### config.mk
export PLATFORM = sky130hd
export DESIGN_NAME = id_ex_operand_stage
export DESIGN_NICKNAME = d
export VERILOG_FILES = /design/src/rtl/id_ex_operand_stage.sv
export SDC_FILE = /design/constraint.sdc
export NUM_CORES = 1
export LEC_CHECK = 0
export ABC_CLOCK_PERIOD_IN_PS = 1900
export CORE_AREA = 2 2 145 147
export CTS_BUF_LIST = sky130_fd_sc_hd__clkbuf_16
export DETAILED_ROUTE_END_ITERATION = 7
export DIE_AREA = 0 0 147 149
export GPL_ROUTABILITY_DRIVEN = 0
export PLACE_DENSITY = 0.74
export SYNTH_ARGS = -nofsm -noshare
export SYNTH_HDL_FRONTEND = slang
export SYNTH_SLANG_ARGS = --single-unit
### constraint.sdc
create_clock -name Clk -period 1.9 [get_ports Clk]
set_input_delay 0.285 -clock Clk [delete_from_list [all_inputs] [get_ports Clk]]
set_output_delay 0.285 -clock Clk [all_outputs]
set_load 0.02 [all_outputs]
### src/rtl/id_ex_operand_stage.sv
`timescale 1ns/1ps
// id_ex_operand_stage
// Decode-to-execute boundary of the 5-stage pipeline. Resolves RAW hazards on
// both source operands by forwarding from EX/MEM/WB, detects load-use hazards
// (raising Stall), holds the ID/EX pipeline register with bubble insertion on
// stall/flush/invalid, and keeps a saturating stall-cycle counter.
//
// Ports
//   Clk, Clrn                      clock, async active-low reset
//   DValid, Rs, Rt, UseRs, UseRt   ID-stage instruction and its source usage
//   Qa, Qb                         register file read data for Rs/Rt
//   DImm, DWn, DWreg, DM2reg,
//   DWmem, DCtl                    decoded immediate, destination and control
//   E_Wn, E_Wreg, E_M2reg, E_Alu   EX-stage producer
//   M_Wn, M_Wreg, M_D              MEM-stage producer
//   W_Wn, W_We, W_D                WB-stage register file write port
//   Flush                          redirect: kill the instruction in ID
//   Stall                          combinational: freeze PC and IF/ID
//   EValid, EA, EB, EImm, EWn,
//   EWreg, EM2reg, EWmem, ECtl     registered ID/EX outputs
//   StallCnt                       saturating count of stall cycles
module id_ex_operand_stage #(
  parameter int unsigned CW = 8
) (
  input  logic            Clk,
  input  logic            Clrn,
  input  logic            DValid,
  input  logic [4:0]      Rs,
  input  logic [4:0]      Rt,
  input  logic            UseRs,
  input  logic            UseRt,
  input  logic [31:0]     Qa,
  input  logic [31:0]     Qb,
  input  logic [31:0]     DImm,
  input  logic [4:0]      DWn,
  input  logic            DWreg,
  input  logic            DM2reg,
  input  logic            DWmem,
  input  logic [CW-1:0]   DCtl,
  input  logic [4:0]      E_Wn,
  input  logic            E_Wreg,
  input  logic            E_M2reg,
  input  logic [31:0]     E_Alu,
  input  logic [4:0]      M_Wn,
  input  logic            M_Wreg,
  input  logic [31:0]     M_D,
  input  logic [4:0]      W_Wn,
  input  logic            W_We,
  input  logic [31:0]     W_D,
  input  logic            Flush,
  output logic            Stall,
  output logic            EValid,
  output logic [31:0]     EA,
  output logic [31:0]     EB,
  output logic [31:0]     EImm,
  output logic [4:0]      EWn,
  output logic            EWreg,
  output logic            EM2reg,
  output logic            EWmem,
  output logic [CW-1:0]   ECtl,
  output logic [15:0]     StallCnt
);

  localparam int unsigned XLEN = 32;
  localparam int unsigned RW   = 5;
  localparam int unsigned CNTW = 16;
  localparam logic [CNTW-1:0] CNT_MAX = '1;

  logic [XLEN-1:0] fwd_a;
  logic [XLEN-1:0] fwd_b;
  logic            e_alu_fwd;
  logic            hz;
  logic            bubble;

  // An EX-stage load has no data yet; only ALU results forward from EX.
  assign e_alu_fwd = E_Wreg && !E_M2reg;

  // Operand A forward mux: r0 is hard zero, then youngest producer wins.
  always_comb begin
    fwd_a = Qa;
    if (Rs == RW'(0)) begin
      fwd_a = '0;
    end else if (e_alu_fwd && (E_Wn == Rs)) begin
      fwd_a = E_Alu;
    end else if (M_Wreg && (M_Wn == Rs)) begin
      fwd_a = M_D;
    end else if (W_We && (W_Wn == Rs)) begin
      // Register file writes on the same edge, so its read is still stale.
      fwd_a = W_D;
    end
  end

  // Operand B forward mux, same priority as A.
  always_comb begin
    fwd_b = Qb;
    if (Rt == RW'(0)) begin
      fwd_b = '0;
    end else if (e_alu_fwd && (E_Wn == Rt)) begin
      fwd_b = E_Alu;
    end else if (M_Wreg && (M_Wn == Rt)) begin
      fwd_b = M_D;
    end else if (W_We && (W_Wn == Rt)) begin
      fwd_b = W_D;
    end
  end

  // Load-use hazard: a load in EX targets a register this instruction reads.
  always_comb begin
    hz = 1'b0;
    if (DValid && E_Wreg && E_M2reg && (E_Wn != RW'(0))) begin
      hz = (UseRs && (E_Wn == Rs)) || (UseRt && (E_Wn == Rt));
    end
  end

  // A flush kills the dependent instruction, so there is nothing to hold.
  assign Stall  = hz && !Flush;
  assign bubble = Flush || hz || !DValid;

  // ID/EX pipeline register with bubble insertion.
  always_ff @(posedge Clk or negedge Clrn) begin
    if (!Clrn) begin
      EValid <= 1'b0;
      EA     <= '0;
      EB     <= '0;
      EImm   <= '0;
      EWn    <= '0;
      EWreg  <= 1'b0;
      EM2reg <= 1'b0;
      EWmem  <= 1'b0;
      ECtl   <= '0;
    end else if (bubble) begin
      EValid <= 1'b0;
      EA     <= '0;
      EB     <= '0;
      EImm   <= '0;
      EWn    <= '0;
      EWreg  <= 1'b0;
      EM2reg <= 1'b0;
      EWmem  <= 1'b0;
      ECtl   <= '0;
    end else begin
      EValid <= 1'b1;
      EA     <= fwd_a;
      EB     <= fwd_b;
      EImm   <= DImm;
      EWn    <= DWn;
      EWreg  <= DWreg;
      EM2reg <= DM2reg;
      EWmem  <= DWmem;
      ECtl   <= DCtl;
    end
  end

  // Saturating stall-cycle counter for performance debug.
  always_ff @(posedge Clk or negedge Clrn) begin
    if (!Clrn) begin
      StallCnt <= '0;
    end else if (Stall && (StallCnt != CNT_MAX)) begin
      StallCnt <= StallCnt + CNTW'(1);
    end
  end

endmodule

==> results of run 1 <==
==> worst paths after layout <==
kind	startpoint	slack, ns	to	depth (start not counted)
max	M_Wn[1]	0.08	EB[11]	9
min	Clrn	0.31	EImm[23]	2
max reg2reg	StallCnt[10]	0.13	StallCnt[1]	6
min reg2reg	StallCnt[0]	0.50	StallCnt[0]	1
max in group asynchronous	Clrn	0.90	EB[10]	3
min in group Clk	DImm[24]	0.43	EImm[24]	2
==> power by group through the flow <==
stage / clock network [uW] / logic [uW] / registers (uW)
6_report: 3390 / 1820 / 2890
5_1_grt: 3610 / 1930 / 2900
4_1_cts: 3460 / 1760 / 2900
3_5_place_dp: 0 / 1730 / 2940
3_3_place_gp: 0 / 1710 / 2940
2_1_floorplan: 0 / 473 / 3080
==> area by class of cell <==
type | count | area (um^2)
diodes | 1 | 2.50
fillers | 1762 | 7980
inverters | 2 | 7.51
clock buffers | 17 | 425
flip-flops and latches | 129 | 3230
repair buffers | 464 | 4720
well taps | 275 | 344
clock inverters | 15 | 181
multi-input cells | 553 | 3670
==> timing repair <==
item	in CTS	in global routing
pin swaps	10	34
resized for setup	42	82
setup buffers	2	4
endpoints found under the setup margin	65	67
gates cloned	1	2
endpoints found under the hold margin	23	0
hold buffers	1	0
==> cells in the final DEF, fill, tap and decap left out, types with 2 or more instances in the layout <==
master | netlist | layout
a211oi_1 | 64 | 28
a211oi_2 | 0 | 32
a211oi_4 | 0 | 4
a21oi_1 | 3 | 3
a2bb2oi_1 | 64 | 52
a2bb2oi_2 | 0 | 12
and2_1 | 48 | 48
and3_1 | 10 | 7
and3_4 | 0 | 2
buf_12 | 0 | 20
buf_2 | 16 | 2
buf_4 | 2 | 67
buf_6 | 0 | 3
bufinv_16 | 0 | 3
clkbuf_16 | 0 | 18
clkbuf_2 | 2 | 4
clkdlybuf4s50_1 | 0 | 345
clkinv_2 | 0 | 3
clkinv_4 | 0 | 4
dfrtp_1 | 129 | 128
dlygate4sd2_1 | 0 | 6
dlymetal6s2s_1 | 0 | 14
inv_1 | 2 | 3
inv_6 | 0 | 3
nand2_1 | 7 | 6
nand3_1 | 78 | 76
nand4_1 | 10 | 10
nor2_1 | 140 | 139
nor3_1 | 6 | 3
nor3_2 | 0 | 3
nor4_2 | 0 | 2
o21ai_0 | 65 | 52
o21ai_1 | 0 | 13
or2_4 | 0 | 2
xnor2_1 | 27 | 25
xnor2_2 | 0 | 2
xor2_1 | 18 | 15
xor2_2 | 0 | 3
==> worst max-delay path, stage by stage <==
cell,delay (ns)
clkdlybuf4s50_1,0.53
xor2_1,0.22
nor4_2,0.06
buf_4,0.14
and3_4,0.19
buf_12,0.17
a211oi_1,0.26
a2bb2oi_1,0.19
nor2_1,0.05
==> per-layer routing <==
| layer | vias up | track usage | routed length, um |
|---|---|---|---|
| met5 | - | 0 | 0 |
| li1 | 3492 | - | - |
| met1 | 3665 | 0.298 | 11200 |
| met4 | 0 | 0.108 | 919 |
| met2 | 483 | 0.471 | 15100 |
| met3 | 67 | 0.0667 | 2670 |
==> cell families (layout without fill, tap and decap cells) <==
| group | count (synthesis) | count (layout) |
|---|---|---|
| buf+inv | 72 | 498 |
| other cells | 0 | 1 |
| flops | 129 | 129 |
| simple gates | 309 | 309 |
| fa+ha+maj | 1 | 1 |
| xor+xnor | 45 | 45 |
| mux | 1 | 1 |
| compound gates | 197 | 197 |
==> sequential cells by signal, summed over array words and instances (netlist names) <==
register  count
EM2reg        1
EWmem         1
EImm         32
ECtl          8
EWreg         1
EWn           5
EB           32
StallCnt     16
EA           32
EValid        1
==> through the flow <==
stage | TNS (ns) | cells | util | power (uW)
after floorplan | 0 | 754 | - | 3550
after global placement | -58.00 | 1413 | 0.557 | 4660
after detailed placement | -65.18 | 1413 | 0.557 | 4670
after CTS | -0.0435 | 1449 | 0.594 | 8120
after global routing | 0 | 1456 | 0.612 | 8450
final | 0 | 1456 | 0.612 | 8100
==> results.py, run 1 <==
metrics = {
    "outcome": {
        "status": "completed",
    },
    "sta": {
        "setup_violations": 0,
        "fmax_mhz": 550,
        "rsz0062_at_grt": "no",
        "finClkSkew_ns": 0.0106,
        "worst_pin_slew_ns": 0.419,
        "finalHoldViolations": 0,
        "max_slew_margin": 0.721,
        "slew_viol_final": 0,
        "fin_crit_sh": 0.957,
        "worst_slack_ns": 0.0810,
        "finalCriticalPeriod_ns": 1.82,
        "holdWs_ns": 0.306,
    },
    "cells_and_area": {
        "syn2layout_area_growth_pct": 84.7,
        "design_area_mm2": 0.0126,
        "drive_gt1_frac": 0.169,
        "fin_nets": 1411,
    },
    "route": {
        "wl_per_cell_um": 20.5,
        "drc_errors": 0,
        "drtAntennaViolNets": 0,
        "routed_via_density": 5.29,
        "routed_wirelength_um": 29800,
        "vias": 7707,
        "drt-initial-drc-count": 567,
        "drtPass1Iterations": 6,
    },
    "synth": {
        "syn_nets": 998,
        "ys_seq_elements": 129,
        "synth_top_cell_area_share": 0.474,
        "synth_area_leader_cell": "dfrtp_1",
        "synthDistinctLibCells": 30,
        "synth_compound_area_frac": 0.205,
        "synth_simple_gate_area_share": 0.215,
        "synth_mux_area_frac": 0.00165,
        "yosysMostFrequentCell": "nor2_1",
        "syn_area_mm2": 0.00681,
        "netlist_instances": 754,
        "yosysSeqAreaShare": 0.474,
        "async_flop_share": 1.00,
        "synth_fa_ha_area_frac": 0.00184,
        "yosys_warnings": 0,
        "yosys_most_used_dff": "dfrtp_1",
        "synth-edff-count": 0,
        "synth_xor_xnor_area_share": 0.0579,
        "synth_top_family_by_area": "simple AND/OR/NAND/NOR gates",
        "syn_avg_cell_area_um2": 9.03,
        "synthTopCellsByArea": "dfrtp_1, a2bb2oi_1, nor2_1",
        "yosys-top-cells-count": "nor2_1, dfrtp_1, nand3_1",
    },
    "global_route": {
        "grt_max_degree": 76,
        "grt_antenna_before_repair": 1,
        "grt_pass1_vias": 7909,
        "track_usage": 0.262,
        "grt-ovfl-total": 0,
        "grt_pass1_wl_um": 43800,
    },
    "die": {
        "start_util": 0.331,
        "die_h_um": 149,
        "fp-row-count": 53,
        "fp.dieW_um": 147,
        "core_area_mm2": 0.0206,
        "ioPinCount": 373,
        "dieArea_mm2": 0.0219,
    },
    "pwr": {
        "power_density_mw_per_mm2": 644,
        "comb_power_share": 0.225,
        "p_clk_frac": 0.418,
        "leakagePower_uw": 0.00534,
        "p_seq_frac": 0.357,
        "switching_share": 0.265,
        "power.switching_uw": 2150,
        "vdd_ir_drop_max_mv": 0.502,
        "p_int_uw": 5950,
    },
    "worst_setup_path": {
        "worstPathRequired_ns": 2.20,
        "cp_max_fo": 13,
        "end_kind": "flop",
        "crit_arrival_ns": 2.12,
        "crit_type": "input pin to flop",
        "cp-start-kind": "input pin",
    },
    "clock_network": {
        "cts-root-buf": "clkbuf_16",
        "cts_tree": "done",
        "cts.sinks": 129,
        "cts_buffers": 17,
        "cts.clk_slew.worst_paths_ns": 0.06,
        "clk_path_buf_depth": 2,
        "htreeDepth": 4,
        "clk-insertion-delay-late_ns": 0.41,
    },
    "place": {
        "port_buffers": 372,
        "place_ws_ns": -0.791,
        "place_hpwl_um": 20900,
        "place_area_mm2": 0.0114,
    },
    "hold_path": {
        "hp-class": "input pin to async pin",
    },
    "job": {
        "maxCapViolCount": 0,
    },
}
No activity file was read; power rests on OpenSTA's default activity.
==> inputs of run 2 (changes only) <==
==> config.mk (replaced) <==
export PLATFORM = sky130hd
export DESIGN_NAME = id_ex_operand_stage
export DESIGN_NICKNAME = d
export VERILOG_FILES = /design/src/rtl/id_ex_operand_stage.sv
export SDC_FILE = /design/constraint.sdc
export NUM_CORES = 1
export LEC_CHECK = 0
export ABC_CLOCK_PERIOD_IN_PS = 2000
export CORE_AREA = 2 2 146 148
export CTS_BUF_LIST = sky130_fd_sc_hd__clkbuf_16
export DETAILED_ROUTE_END_ITERATION = 7
export DIE_AREA = 0 0 148 150
export GPL_ROUTABILITY_DRIVEN = 0
export PLACE_DENSITY = 0.7
export SYNTH_ARGS = -nofsm -noshare
export SYNTH_HDL_FRONTEND = slang
export SYNTH_SLANG_ARGS = --single-unit
==> constraint.sdc (replaced) <==
create_clock -name Clk -period 2 [get_ports Clk]
set_input_delay 0.3 -clock Clk [delete_from_list [all_inputs] [get_ports Clk]]
set_output_delay 0.3 -clock Clk [all_outputs]
set_load 0.02 [all_outputs]
==> results.py, run 2 (same netlist as run 1, synthesis figures left out) <==
metrics = {
    "die": {
        "fp-row-count": 53,
        "core_area_mm2": 0.0207,
        "die_h_um": 150,
        "dieArea_mm2": 0.0222,
        "start_util": 0.329,
        "fp.dieW_um": 148,
        "ioPinCount": 373,
    },
    "global_route": {
        "grt_pass1_wl_um": 43500,
        "track_usage": 0.259,
        "grt_pass1_vias": 7803,
        "grt_max_degree": 65,
        "grt-ovfl-total": 0,
        "grt_antenna_before_repair": 0,
    },
    "route": {
        "routed_wirelength_um": 29400,
        "drt-initial-drc-count": 414,
        "vias": 7535,
        "wl_met1_um": 10600,
        "routed_via_density": 5.22,
        "dr.max_layer_used": "met4",
        "wl_per_cell_um": 20.4,
        "wl_met2_um": 14900,
        "drtPass1Iterations": 5,
        "wl_met3_um": 2810,
        "drtAntennaViolNets": 0,
        "drc_errors": 0,
    },
    "place": {
        "dp_cells": 1408,
        "place_hpwl_um": 21300,
        "port_buffers": 372,
        "place_area_mm2": 0.0114,
    },
    "pwr": {
        "comb_power_share": 0.216,
        "vdd_ir_drop_max_mv": 0.510,
        "power.switching_uw": 2050,
        "switching_share": 0.263,
        "p_clk_frac": 0.433,
        "p_int_uw": 5760,
        "power_density_mw_per_mm2": 633,
        "leakagePower_uw": 0.00521,
        "p_seq_frac": 0.351,
    },
    "cells_and_area": {
        "fin_cells": 1443,
        "fin_nets": 1400,
        "final_common_cell": "clkdlybuf4s50_1",
        "top_regs": "EA: 32 flops, EB: 32 flops, EImm: 32 flops",
        "diodes": 0,
        "design_area_mm2": 0.0123,
        "syn2layout_area_growth_pct": 81.2,
        "drive_gt1_frac": 0.137,
        "final_cell_mix": "clkdlybuf4s50_1, nor2_1, dfrtp_1",
    },
    "worst_setup_path": {
        "cp_max_fo": 29,
        "cp_slowest_cell": "clkdlybuf4s50_1",
        "crit_type": "input pin to flop",
        "path_cells": "clkdlybuf4s50_1 > buf_4 > xnor2_1 > nand4_1 > or2_4 > buf_12 > a211oi_1 > a2bb2oi_1 > nor2_1",
        "crit_arrival_ns": 2.25,
        "crit_family": "buffers and inverters",
        "worstPathRequired_ns": 2.30,
        "end_kind": "flop",
        "crit_buf_inv": 3,
        "critPathMaxStageDelay_ns": 0.51,
        "cp-start-kind": "input pin",
    },
    "clock_network": {
        "cts_buffers": 17,
        "htreeDepth": 4,
        "cts.sinks": 129,
        "clk_path_buf_depth": 2,
        "cts_tree": "done",
        "cts-root-buf": "clkbuf_16",
        "clk-insertion-delay-late_ns": 0.41,
        "cts.clk_slew.worst_paths_ns": 0.06,
    },
    "sta": {
        "finalHoldViolations": 0,
        "finalCriticalPeriod_ns": 1.95,
        "rsz0062_at_grt": "yes",
        "max_slew_margin": 0.655,
        "slew_viol_final": 0,
        "fin_crit_sh": 0.975,
        "worst_pin_slew_ns": 0.517,
        "fmax_mhz": 513,
        "setup_violations": 0,
        "finClkSkew_ns": 0.00596,
    },
    "hold_path": {
        "hp-class": "input pin to async pin",
    },
    "outcome": {
        "status": "completed",
    },
    "job": {
        "maxCapViolCount": 0,
    },
}
run 2: worst paths after layout:
path / from / end / slack [ns] / cells after the start
max: Rs[4] / EA[27] / 0.05 / 9
min: Clrn / ECtl[4] / 0.42 / 2
max reg2reg: StallCnt[10] / StallCnt[1] / 0.17 / 6
min reg2reg: StallCnt[14] / StallCnt[14] / 0.51 / 1
max in group asynchronous: Clrn / EA[19] / 0.95 / 3
min in group Clk: DImm[14] / EImm[14] / 0.44 / 2
run 2: stage by stage:
step           setup TNS (ns)  power (uW)  hold slack, ns  setup slack, ns  utilization
2_1_floorplan               0        3370         0.00441           0.0530            -
3_3_place_gp           -42.18        4410           0.295           -0.556        0.553
3_5_place_dp           -44.85        4420           0.293           -0.557        0.553
4_1_cts                     0        7860           0.417          0.00136        0.585
5_1_grt               -0.0585        8140           0.437          -0.0182        0.596
6_report                    0        7810           0.423           0.0508        0.596
run 2: cell type report:
cell class	count	area, um^2
sequential	129	3230
multi-input combinational	553	3510
fill	1777	8350
clock buffer	17	425
timing repair buffer	453	4620
inverter	2	7.51
tap	275	344
clock inverter	14	206
run 2: layer usage:
metal,GRT usage,up-vias
met1,0.280,3508
met5,0,-
li1,-,3474
met4,0.138,0
met3,0.0726,95
met2,0.461,458
run 2: power groups by stage:
stage | combinational, uW | clock [uW] | sequential, uW
final | 1680 | 3380 | 2750
after global placement | 1620 | 0 | 2790
after floorplan | 449 | 0 | 2920
after detailed placement | 1630 | 0 | 2790
after CTS | 1640 | 3470 | 2750
after global routing | 1790 | 3590 | 2750
run 2: repair_timing:
item,CTS,global route
hold endpoints to repair,52,0
hold buffers,1,0
pin swaps,3,13
endpoints found under the setup margin,50,65
gates resized for setup,15,74
setup buffers,1,2
